<file path="src/rtl/regfile_pkg.sv">
// Shared defaults, constants and the write-port priority rule for the multi-port register file.
package regfile_pkg;

  localparam int unsigned DATA_W_DEF = 32;
  localparam int unsigned ADDR_W_DEF = 3;
  localparam int unsigned ZERO_ADDR  = 0;

  typedef enum logic [1:0] {
    WSEL_NONE,
    WSEL_P1,
    WSEL_P2
  } wsel_e;

  // Port 2 always beats port 1 when both hit the same register.
  function automatic wsel_e wr_select(input logic hit1, input logic hit2);
    if (hit2) return WSEL_P2;
    if (hit1) return WSEL_P1;
    return WSEL_NONE;
  endfunction

endpackage

</file>
<file path="src/rtl/regfile_rdport.sv">
// One read port: register mux, same-cycle write bypass, zero-register masking, optional output register.
module regfile_rdport
  import regfile_pkg::*;
#(
  parameter int unsigned DATA_W   = DATA_W_DEF,
  parameter int unsigned ADDR_W   = ADDR_W_DEF,
  parameter int unsigned ZERO_REG = 1,
  parameter int unsigned BYPASS   = 1,
  parameter int unsigned READ_REG = 0
) (
  input  logic                               clk,
  input  logic                               rst_n,
  input  logic [ADDR_W-1:0]                  addr_i,
  input  logic [(1<<ADDR_W)-1:0][DATA_W-1:0] regs_i,
  input  logic [(1<<ADDR_W)-1:0]             pending_i,
  input  logic                               we1_i,
  input  logic [ADDR_W-1:0]                  wa1_i,
  input  logic [DATA_W-1:0]                  wd1_i,
  input  logic                               we2_i,
  input  logic [ADDR_W-1:0]                  wa2_i,
  input  logic [DATA_W-1:0]                  wd2_i,
  input  logic                               claim_i,
  input  logic [ADDR_W-1:0]                  claim_addr_i,
  output logic [DATA_W-1:0]                  data_o,
  output logic                               busy_o
);

  logic [DATA_W-1:0] data_c, data_q;
  logic              busy_c, busy_q;
  wsel_e             sel;

  always_comb begin
    sel    = wr_select(we1_i && (wa1_i == addr_i), we2_i && (wa2_i == addr_i));
    data_c = regs_i[addr_i];
    busy_c = pending_i[addr_i];
    if (BYPASS != 0) begin
      case (sel)
        WSEL_P2: data_c = wd2_i;
        WSEL_P1: data_c = wd1_i;
        default: ;
      endcase
      // A same-cycle claim re-arms the pending bit, so it keeps busy visible.
      if (sel != WSEL_NONE && !(claim_i && (claim_addr_i == addr_i))) busy_c = 1'b0;
    end
    if (ZERO_REG != 0 && addr_i == ADDR_W'(ZERO_ADDR)) begin
      data_c = '0;
      busy_c = 1'b0;
    end
  end

  always_ff @(posedge clk or negedge rst_n) begin
    if (!rst_n) begin
      data_q <= '0;
      busy_q <= 1'b0;
    end else begin
      data_q <= data_c;
      busy_q <= busy_c;
    end
  end

  // Reset masks the combinational path too, so bypassed write data never leaks out during reset.
  always_comb begin
    data_o = '0;
    busy_o = 1'b0;
    if (rst_n) begin
      data_o = (READ_REG != 0) ? data_q : data_c;
      busy_o = (READ_REG != 0) ? busy_q : busy_c;
    end
  end

endmodule

</file>
<file path="src/rtl/regfile_mp.sv">
// Parametrised 2-read/2-write register file with per-register pending (scoreboard) bits.
module regfile_mp
  import regfile_pkg::*;
#(
  parameter int unsigned DATA_W   = DATA_W_DEF,
  parameter int unsigned ADDR_W   = ADDR_W_DEF,
  parameter int unsigned ZERO_REG = 1,
  parameter int unsigned BYPASS   = 1,
  parameter int unsigned READ_REG = 0
) (
  input  logic              clk,
  input  logic              reset,
  input  logic [ADDR_W-1:0] rd_addr1,
  input  logic [ADDR_W-1:0] rd_addr2,
  output logic [DATA_W-1:0] rd_data1,
  output logic [DATA_W-1:0] rd_data2,
  output logic              rd_busy1,
  output logic              rd_busy2,
  input  logic              wr_en1,
  input  logic [ADDR_W-1:0] wr_addr1,
  input  logic [DATA_W-1:0] wr_data1,
  input  logic              wr_en2,
  input  logic [ADDR_W-1:0] wr_addr2,
  input  logic [DATA_W-1:0] wr_data2,
  input  logic              claim_en,
  input  logic [ADDR_W-1:0] claim_addr,
  output logic              any_busy
);

  localparam int unsigned DEPTH = 1 << ADDR_W;

  logic [DEPTH-1:0][DATA_W-1:0] regs_q, regs_d;
  logic [DEPTH-1:0]             pend_q, pend_d;
  logic                         we1, we2, claim;

  // Writes/claims to the hardwired zero register are dropped before they reach any logic.
  always_comb begin
    we1   = wr_en1   && !(ZERO_REG != 0 && wr_addr1   == ADDR_W'(ZERO_ADDR));
    we2   = wr_en2   && !(ZERO_REG != 0 && wr_addr2   == ADDR_W'(ZERO_ADDR));
    claim = claim_en && !(ZERO_REG != 0 && claim_addr == ADDR_W'(ZERO_ADDR));
  end

  always_comb begin
    regs_d = regs_q;
    pend_d = pend_q;
    for (int unsigned i = 0; i < DEPTH; i++) begin
      case (wr_select(we1 && (wr_addr1 == ADDR_W'(i)), we2 && (wr_addr2 == ADDR_W'(i))))
        WSEL_P2: begin
          regs_d[i] = wr_data2;
          pend_d[i] = 1'b0;
        end
        WSEL_P1: begin
          regs_d[i] = wr_data1;
          pend_d[i] = 1'b0;
        end
        default: ;
      endcase
      if (claim && (claim_addr == ADDR_W'(i))) pend_d[i] = 1'b1;
    end
  end

  always_ff @(posedge clk or negedge reset) begin
    if (!reset) begin
      regs_q <= '0;
      pend_q <= '0;
    end else begin
      regs_q <= regs_d;
      pend_q <= pend_d;
    end
  end

  assign any_busy = |pend_q;

  regfile_rdport #(
    .DATA_W  (DATA_W),
    .ADDR_W  (ADDR_W),
    .ZERO_REG(ZERO_REG),
    .BYPASS  (BYPASS),
    .READ_REG(READ_REG)
  ) u_rd1 (
    .clk         (clk),
    .rst_n       (reset),
    .addr_i      (rd_addr1),
    .regs_i      (regs_q),
    .pending_i   (pend_q),
    .we1_i       (we1),
    .wa1_i       (wr_addr1),
    .wd1_i       (wr_data1),
    .we2_i       (we2),
    .wa2_i       (wr_addr2),
    .wd2_i       (wr_data2),
    .claim_i     (claim),
    .claim_addr_i(claim_addr),
    .data_o      (rd_data1),
    .busy_o      (rd_busy1)
  );

  regfile_rdport #(
    .DATA_W  (DATA_W),
    .ADDR_W  (ADDR_W),
    .ZERO_REG(ZERO_REG),
    .BYPASS  (BYPASS),
    .READ_REG(READ_REG)
  ) u_rd2 (
    .clk         (clk),
    .rst_n       (reset),
    .addr_i      (rd_addr2),
    .regs_i      (regs_q),
    .pending_i   (pend_q),
    .we1_i       (we1),
    .wa1_i       (wr_addr1),
    .wd1_i       (wr_data1),
    .we2_i       (we2),
    .wa2_i       (wr_addr2),
    .wd2_i       (wr_data2),
    .claim_i     (claim),
    .claim_addr_i(claim_addr),
    .data_o      (rd_data2),
    .busy_o      (rd_busy2)
  );

endmodule

</file>
<file path="config.mk">
export PLATFORM = sky130hd
export DESIGN_NAME = regfile_mp
export DESIGN_NICKNAME = d
export VERILOG_FILES = /design/src/rtl/regfile_pkg.sv /design/src/rtl/regfile_rdport.sv /design/src/rtl/regfile_mp.sv
export SDC_FILE = /design/constraint.sdc
export NUM_CORES = 1
export LEC_CHECK = 0
export BUFFER_PORTS_ARGS = -buffer_cell sky130_fd_sc_hd__buf_2
export CAP_MARGIN = 40
export CORE_UTILIZATION = 43
export DETAILED_ROUTE_END_ITERATION = 8
export PLACE_DENSITY = 0.65
export SLEW_MARGIN = 20
export SYNTH_ARGS = -nofsm -noshare
export SYNTH_HDL_FRONTEND = slang
export SYNTH_SLANG_ARGS = --single-unit
export TNS_END_PERCENT = 1
</file>
<file path="constraint.sdc">
create_clock -name clk -period 1.8 [get_ports clk]
set_clock_uncertainty 0.15 [all_clocks]
set_input_delay 0.18 -clock clk [delete_from_list [all_inputs] [get_ports clk]]
set_output_delay 0.18 -clock clk [all_outputs]
set_load 0.02 [all_outputs]
</file>
== Yosys cells after proc, flatten, opt, wreduce, memory -nomap -nowiden ==
Cells that the tools add are included.
Storage, ports and cells
  word-level logic and storage cells: 251
  bits of input ports: 84
  register bits after elaboration: 264
Operators by class
  eq/ne operators: 47
  muxes and demuxes: 114
  $lt $le $gt $ge: 2
  reduce and logical (&&, ||, !) cells: 72
Operators by type and width (number)
  $pmux W32 S2: 10
  $bmux W32 S3: 2
  $mux W32: 6
  $mux W2: 40
  $mux W1: 54
  $eq A3 B3 Y1 const B: 12
  $reduce_bool A2 Y1: 18
  $logic_and A1 B1 Y1: 35
  $eq A2 B1 Y1 const B: 10
  $eq A2 B2 Y1 const B: 10
  $eq A3 B2 Y1 const B: 6
  $eq A3 B3 Y1: 6
  $reduce_or A2 Y1: 8
  $logic_not A3 Y1: 5
  $eq A3 B1 Y1 const B: 3
  $lt A3 B4 Y1 const B: 2
  $reduce_or A8 Y1: 1
  $bmux W1 S3: 2
  $logic_not A1 Y1: 5

== Logic depth before layout (Yosys ltp) ==
  depth after elaboration: 13
  gate-level depth with buffers: 7

== Cells and area by module ==
A second synthesis with hierarchy kept.
Unflattened totals
  cell total of the unflattened synthesis: 1513
  area, all modules: 17893.4 µm²
By module, submodules not included
  regfile_mp: area an instance 11827.6 µm², sequential area each 6606.3 µm², instances 1, cells each 1085
  regfile_rdport: area an instance 3032.9 µm², sequential area each 0.0 µm², instances 2, cells each 214

== Worst setup path before layout ==
OpenSTA, ideal clock, no wires.
  path type: in2out
  start: input rd_addr2[1]
  end: output rd_data2[11]
  stages: 6
  setup slack: -207 ps
  arrival time: 1677 ps
  path buffers: 2
  data required time: 1470 ps
  cell sequence: buf_4 > xnor2_1 > nand4_2 > nor3b_4 > buf_6 > a221oi_1
Between the ends
  longest elaborated chain between the ends: 10
RTL lines
  from (decl): RTL line regfile_mp.sv:14  | input logic [ADDR_W-1:0] rd_addr2,
  $eq A3 B3 Y1: RTL line regfile_rdport.sv:33  | sel = wr_select(we1_i && (wa1_i == addr_i), we2_i && (wa2_i == addr_i));
  $logic_and A1 B1 Y1: RTL line regfile_rdport.sv:33
  $mux W1 (2 in a row): RTL line regfile_pkg.sv:17  | if (hit1) return WSEL_P1;
  $mux W2: RTL line regfile_pkg.sv:18  | return WSEL_NONE;
  $mux W2: RTL line regfile_pkg.sv:17
  $eq A2 B1 Y1 / $eq A2 B2 Y1 (equally long branches): RTL line regfile_rdport.sv:37  | case (sel)
  $pmux W32 S2: RTL line regfile_rdport.sv:37
  $mux W32 (*): RTL line regfile_rdport.sv:45  | if (ZERO_REG != 0 && addr_i == ADDR_W'(ZERO_ADDR)) begin
  $mux W32 (*): RTL line regfile_rdport.sv:65  | if (rst_n) begin
  to (decl): RTL line regfile_mp.sv:16  | output logic [DATA_W-1:0] rd_data2,
Every way passes the cells marked *; elsewhere a longest branch is shown, timed or not. The select of a mux whose other input is x is not followed.

== Worst setup path after layout ==
  start: register pend_q[4]
  end: output rd_busy1
Between the ends
  longest elaborated chain between the ends: 5
RTL lines
  from (decl): RTL line regfile_mp.sv:33  | logic [DEPTH-1:0] pend_q, pend_d;
  from (signal assigned): RTL line regfile_mp.sv:68  | pend_q <= pend_d;
  $bmux W1 S3: RTL line regfile_rdport.sv:35  | busy_c = pending_i[addr_i];
  $mux W1 (implied by the code): RTL line regfile_rdport.sv:35
  $mux W1: RTL line regfile_rdport.sv:43  | if (sel != WSEL_NONE && !(claim_i && (claim_addr_i == addr_i))) busy_c = 1'b0;
  $mux W1: RTL line regfile_rdport.sv:45
  $mux W1: RTL line regfile_rdport.sv:65
  to (decl): RTL line regfile_mp.sv:17  | output logic rd_busy1,
No other way between the ends. The select of a mux whose other input is x is not followed.

==> metrics <==
H-Tree Depth=1; standard-cell rows=73; Startpoint Class=flip-flop; Detailed Route WL=59700 um; Final #Nets=2014; WL per Instance=24.1 um; Synth Area per Inst=10.1 um2; Setup Crit Path Kind=flip-flop to output port; leading cell types by count after synthesis=dfrtp_1 (264), a21oi_1 (258), nor2_1 (258); WP data arrival=2.07 ns; sequential cell area fraction in the yosys report=0.379; status=finished, violations left; met1 WL=23100 um; GP Congestion=0.846; layout cell share with drive strength beyond 1=0.292; Clock transition at path regs=0.07 ns; Routed Antenna Nets=0; top-area cell type share of the netlist area=0.379; core area=39800 um2; initial antenna violation count=12; Final Slew Violations=0; Tmin final=2.40 ns; cell count after synthesis=1731; total number of vias=15200; fmax=0.416 GHz; vias in the first global route=15500; Worst-Skew Late Latency=0.57 ns; post-place instance area=19300 um2; Max-Cap Viols=0; YS warnings=0; first-pass GRT wire length=92200 um; Synth cell types=45; failing checks=negative setup slack; met3 WL=6010 um; Main synth FF type=dfrtp_1; Critical Path Fanout Max=4; synthesized area=17400 um2; P&R area growth vs syn=24.7%; final hold vios=0; Hold WC Path Type=input port to flip-flop; crit end category=output port; Clock Path Buffers=3; clk root buf=clkbuf_16; Slew @ Worst Pin=0.609 ns; largest net degree at the start of global routing=105; WL met2=28100 um; DRT Pass-1 Iters=7; drt initial violations=1553; CTS buffer count=30; initial core utilization=0.437; total power=20.3 mW; hold_ws=0.0150 ns; post-DP HPWL=38300 um; biggest area consumer among synthesized cells=dfrtp_1; CTS tree=yes; setup_tns=-30.71 ns; Power Density=934 nW/um2; RSZ-0062 raised after global routing=true; port buffer count=150; FF+latch count, synth=264; die height=203 um; Hold Crit Depth=5; number of enable flip-flop cells after synthesis=0; cell depth of the worst flop-to-flop path=3; Ports=151; synth top area cells=dfrtp_1 (38%), mux4_2 (17%), mux2i_1 (9.2%); Mapped Nets=1815; most frequent cell after synthesis=dfrtp_1; post-route cell area=21700 um2; relative max-transition margin=0.594; dpl ws=-0.356 ns; Post-synth ARST share=1.00; die area=41300 um2; final setup margin=-0.603 ns; Die Width=203 um; GRT overflow=0; CP required=1.47 ns; Final Setup Violations=67; leakage=8.93 nW; DR DRC count=0; period utilisation layout=1.33; via/cell ratio=6.11; Post-CTS Setup Inserts=0; clock sinks=264; Total GRT Usage=0.292; Peak VDD IR=0.838 mV; uppermost layer routed=met5
-- per-stage QoR --
| stage | instances | util |
|---|---|---|
| 2_1_floorplan | 1731 | - |
| 3_3_place_gp | 2313 | 0.485 |
| 3_5_place_dp | 2313 | 0.485 |
| 4_1_cts | 2471 | 0.540 |
| 5_1_grt | 2478 | 0.545 |
| 6_report | 2482 | 0.545 |
-- registers in the layout (all words and copies together), names as in the netlist --
signal,flops
regs_q,256
pend_q,8
-- worst paths after layout --
| path | startpoint | endpoint | slack, ns |
|---|---|---|---|
| min in group asynchronous | reset | regs_q[149] | 0.27 |
| hold reg to reg | regs_q[17] | regs_q[17] | 0.25 |
| max in group asynchronous | reset | regs_q[139] | 0.63 |
| hold / removal | wr_data1[10] | regs_q[106] | 0.01 |
| setup / recovery | pend_q[4] | rd_busy1 | -0.60 |
| setup reg to reg | regs_q[94] | regs_q[94] | 0.31 |
-- power by group --
part / internal [mW] / leakage [nW] / switching [mW]
clock: 3.68 / 0.474 / 2.51
sequential: 7.07 / 3.23 / 0.918
combinational: 3.18 / 5.23 / 2.92
total: 13.9 / 8.93 / 6.35
-- final cells by class --
cell class	count	area, um2
clock buffer	46	902
fill	3487	18100
multi-input combinational	1209	9830
clock inverter	3	65.1
antenna	10	25.0
tap	525	657
timing repair buffer	392	3510
inverter	33	124
sequential	264	6610
-- cell families (layout without fill, tap and decap cells) --
group           after synthesis  count (layout)  synth area share
mux                         294             294             0.265
buf+inv                     258             474            0.0720
compound gates              501             501             0.181
simple gates                398             398            0.0953
other cells                   0              10                 0
flops                       264             264             0.379
xor+xnor                     16              16           0.00804
-- layer usage --
| metal | vias to the layer above | track usage |
|---|---|---|
| li1 | 6680 | - |
| met1 | 7469 | 0.384 |
| met2 | 858 | 0.463 |
| met3 | 163 | 0.0658 |
| met4 | 6 | 0.130 |
| met5 | - | 0 |
-- cell usage in the layout, fill, tap and decap left out, drive strengths merged, types with 4 or more instances in the layout --
cell type / count
buf: 283
dfrtp: 264
a21oi: 258
nor2: 258
o21ai: 165
mux2i: 160
mux4: 132
dlygate4sd3: 109
nand2: 107
a221oi: 62
clkbuf: 46
inv: 33
xnor2: 16
diode: 10
nand3: 8
nand4b: 6
o211a: 4
nand4: 4
-- critical path: stages (launching register included) --
cell and delay, ns:
dfrtp_1 0.43, mux4_2 0.47, mux2_2 0.30, o211a_1 0.14, buf_2 0.16
-- what timing repair did --
item,CTS,global route
pin swaps,1,1
endpoints found under the hold margin,495,0
setup endpoints to repair,67,71
gates resized for setup,39,47
hold buffers,109,0
No activity file was read; power rests on OpenSTA's default activity.
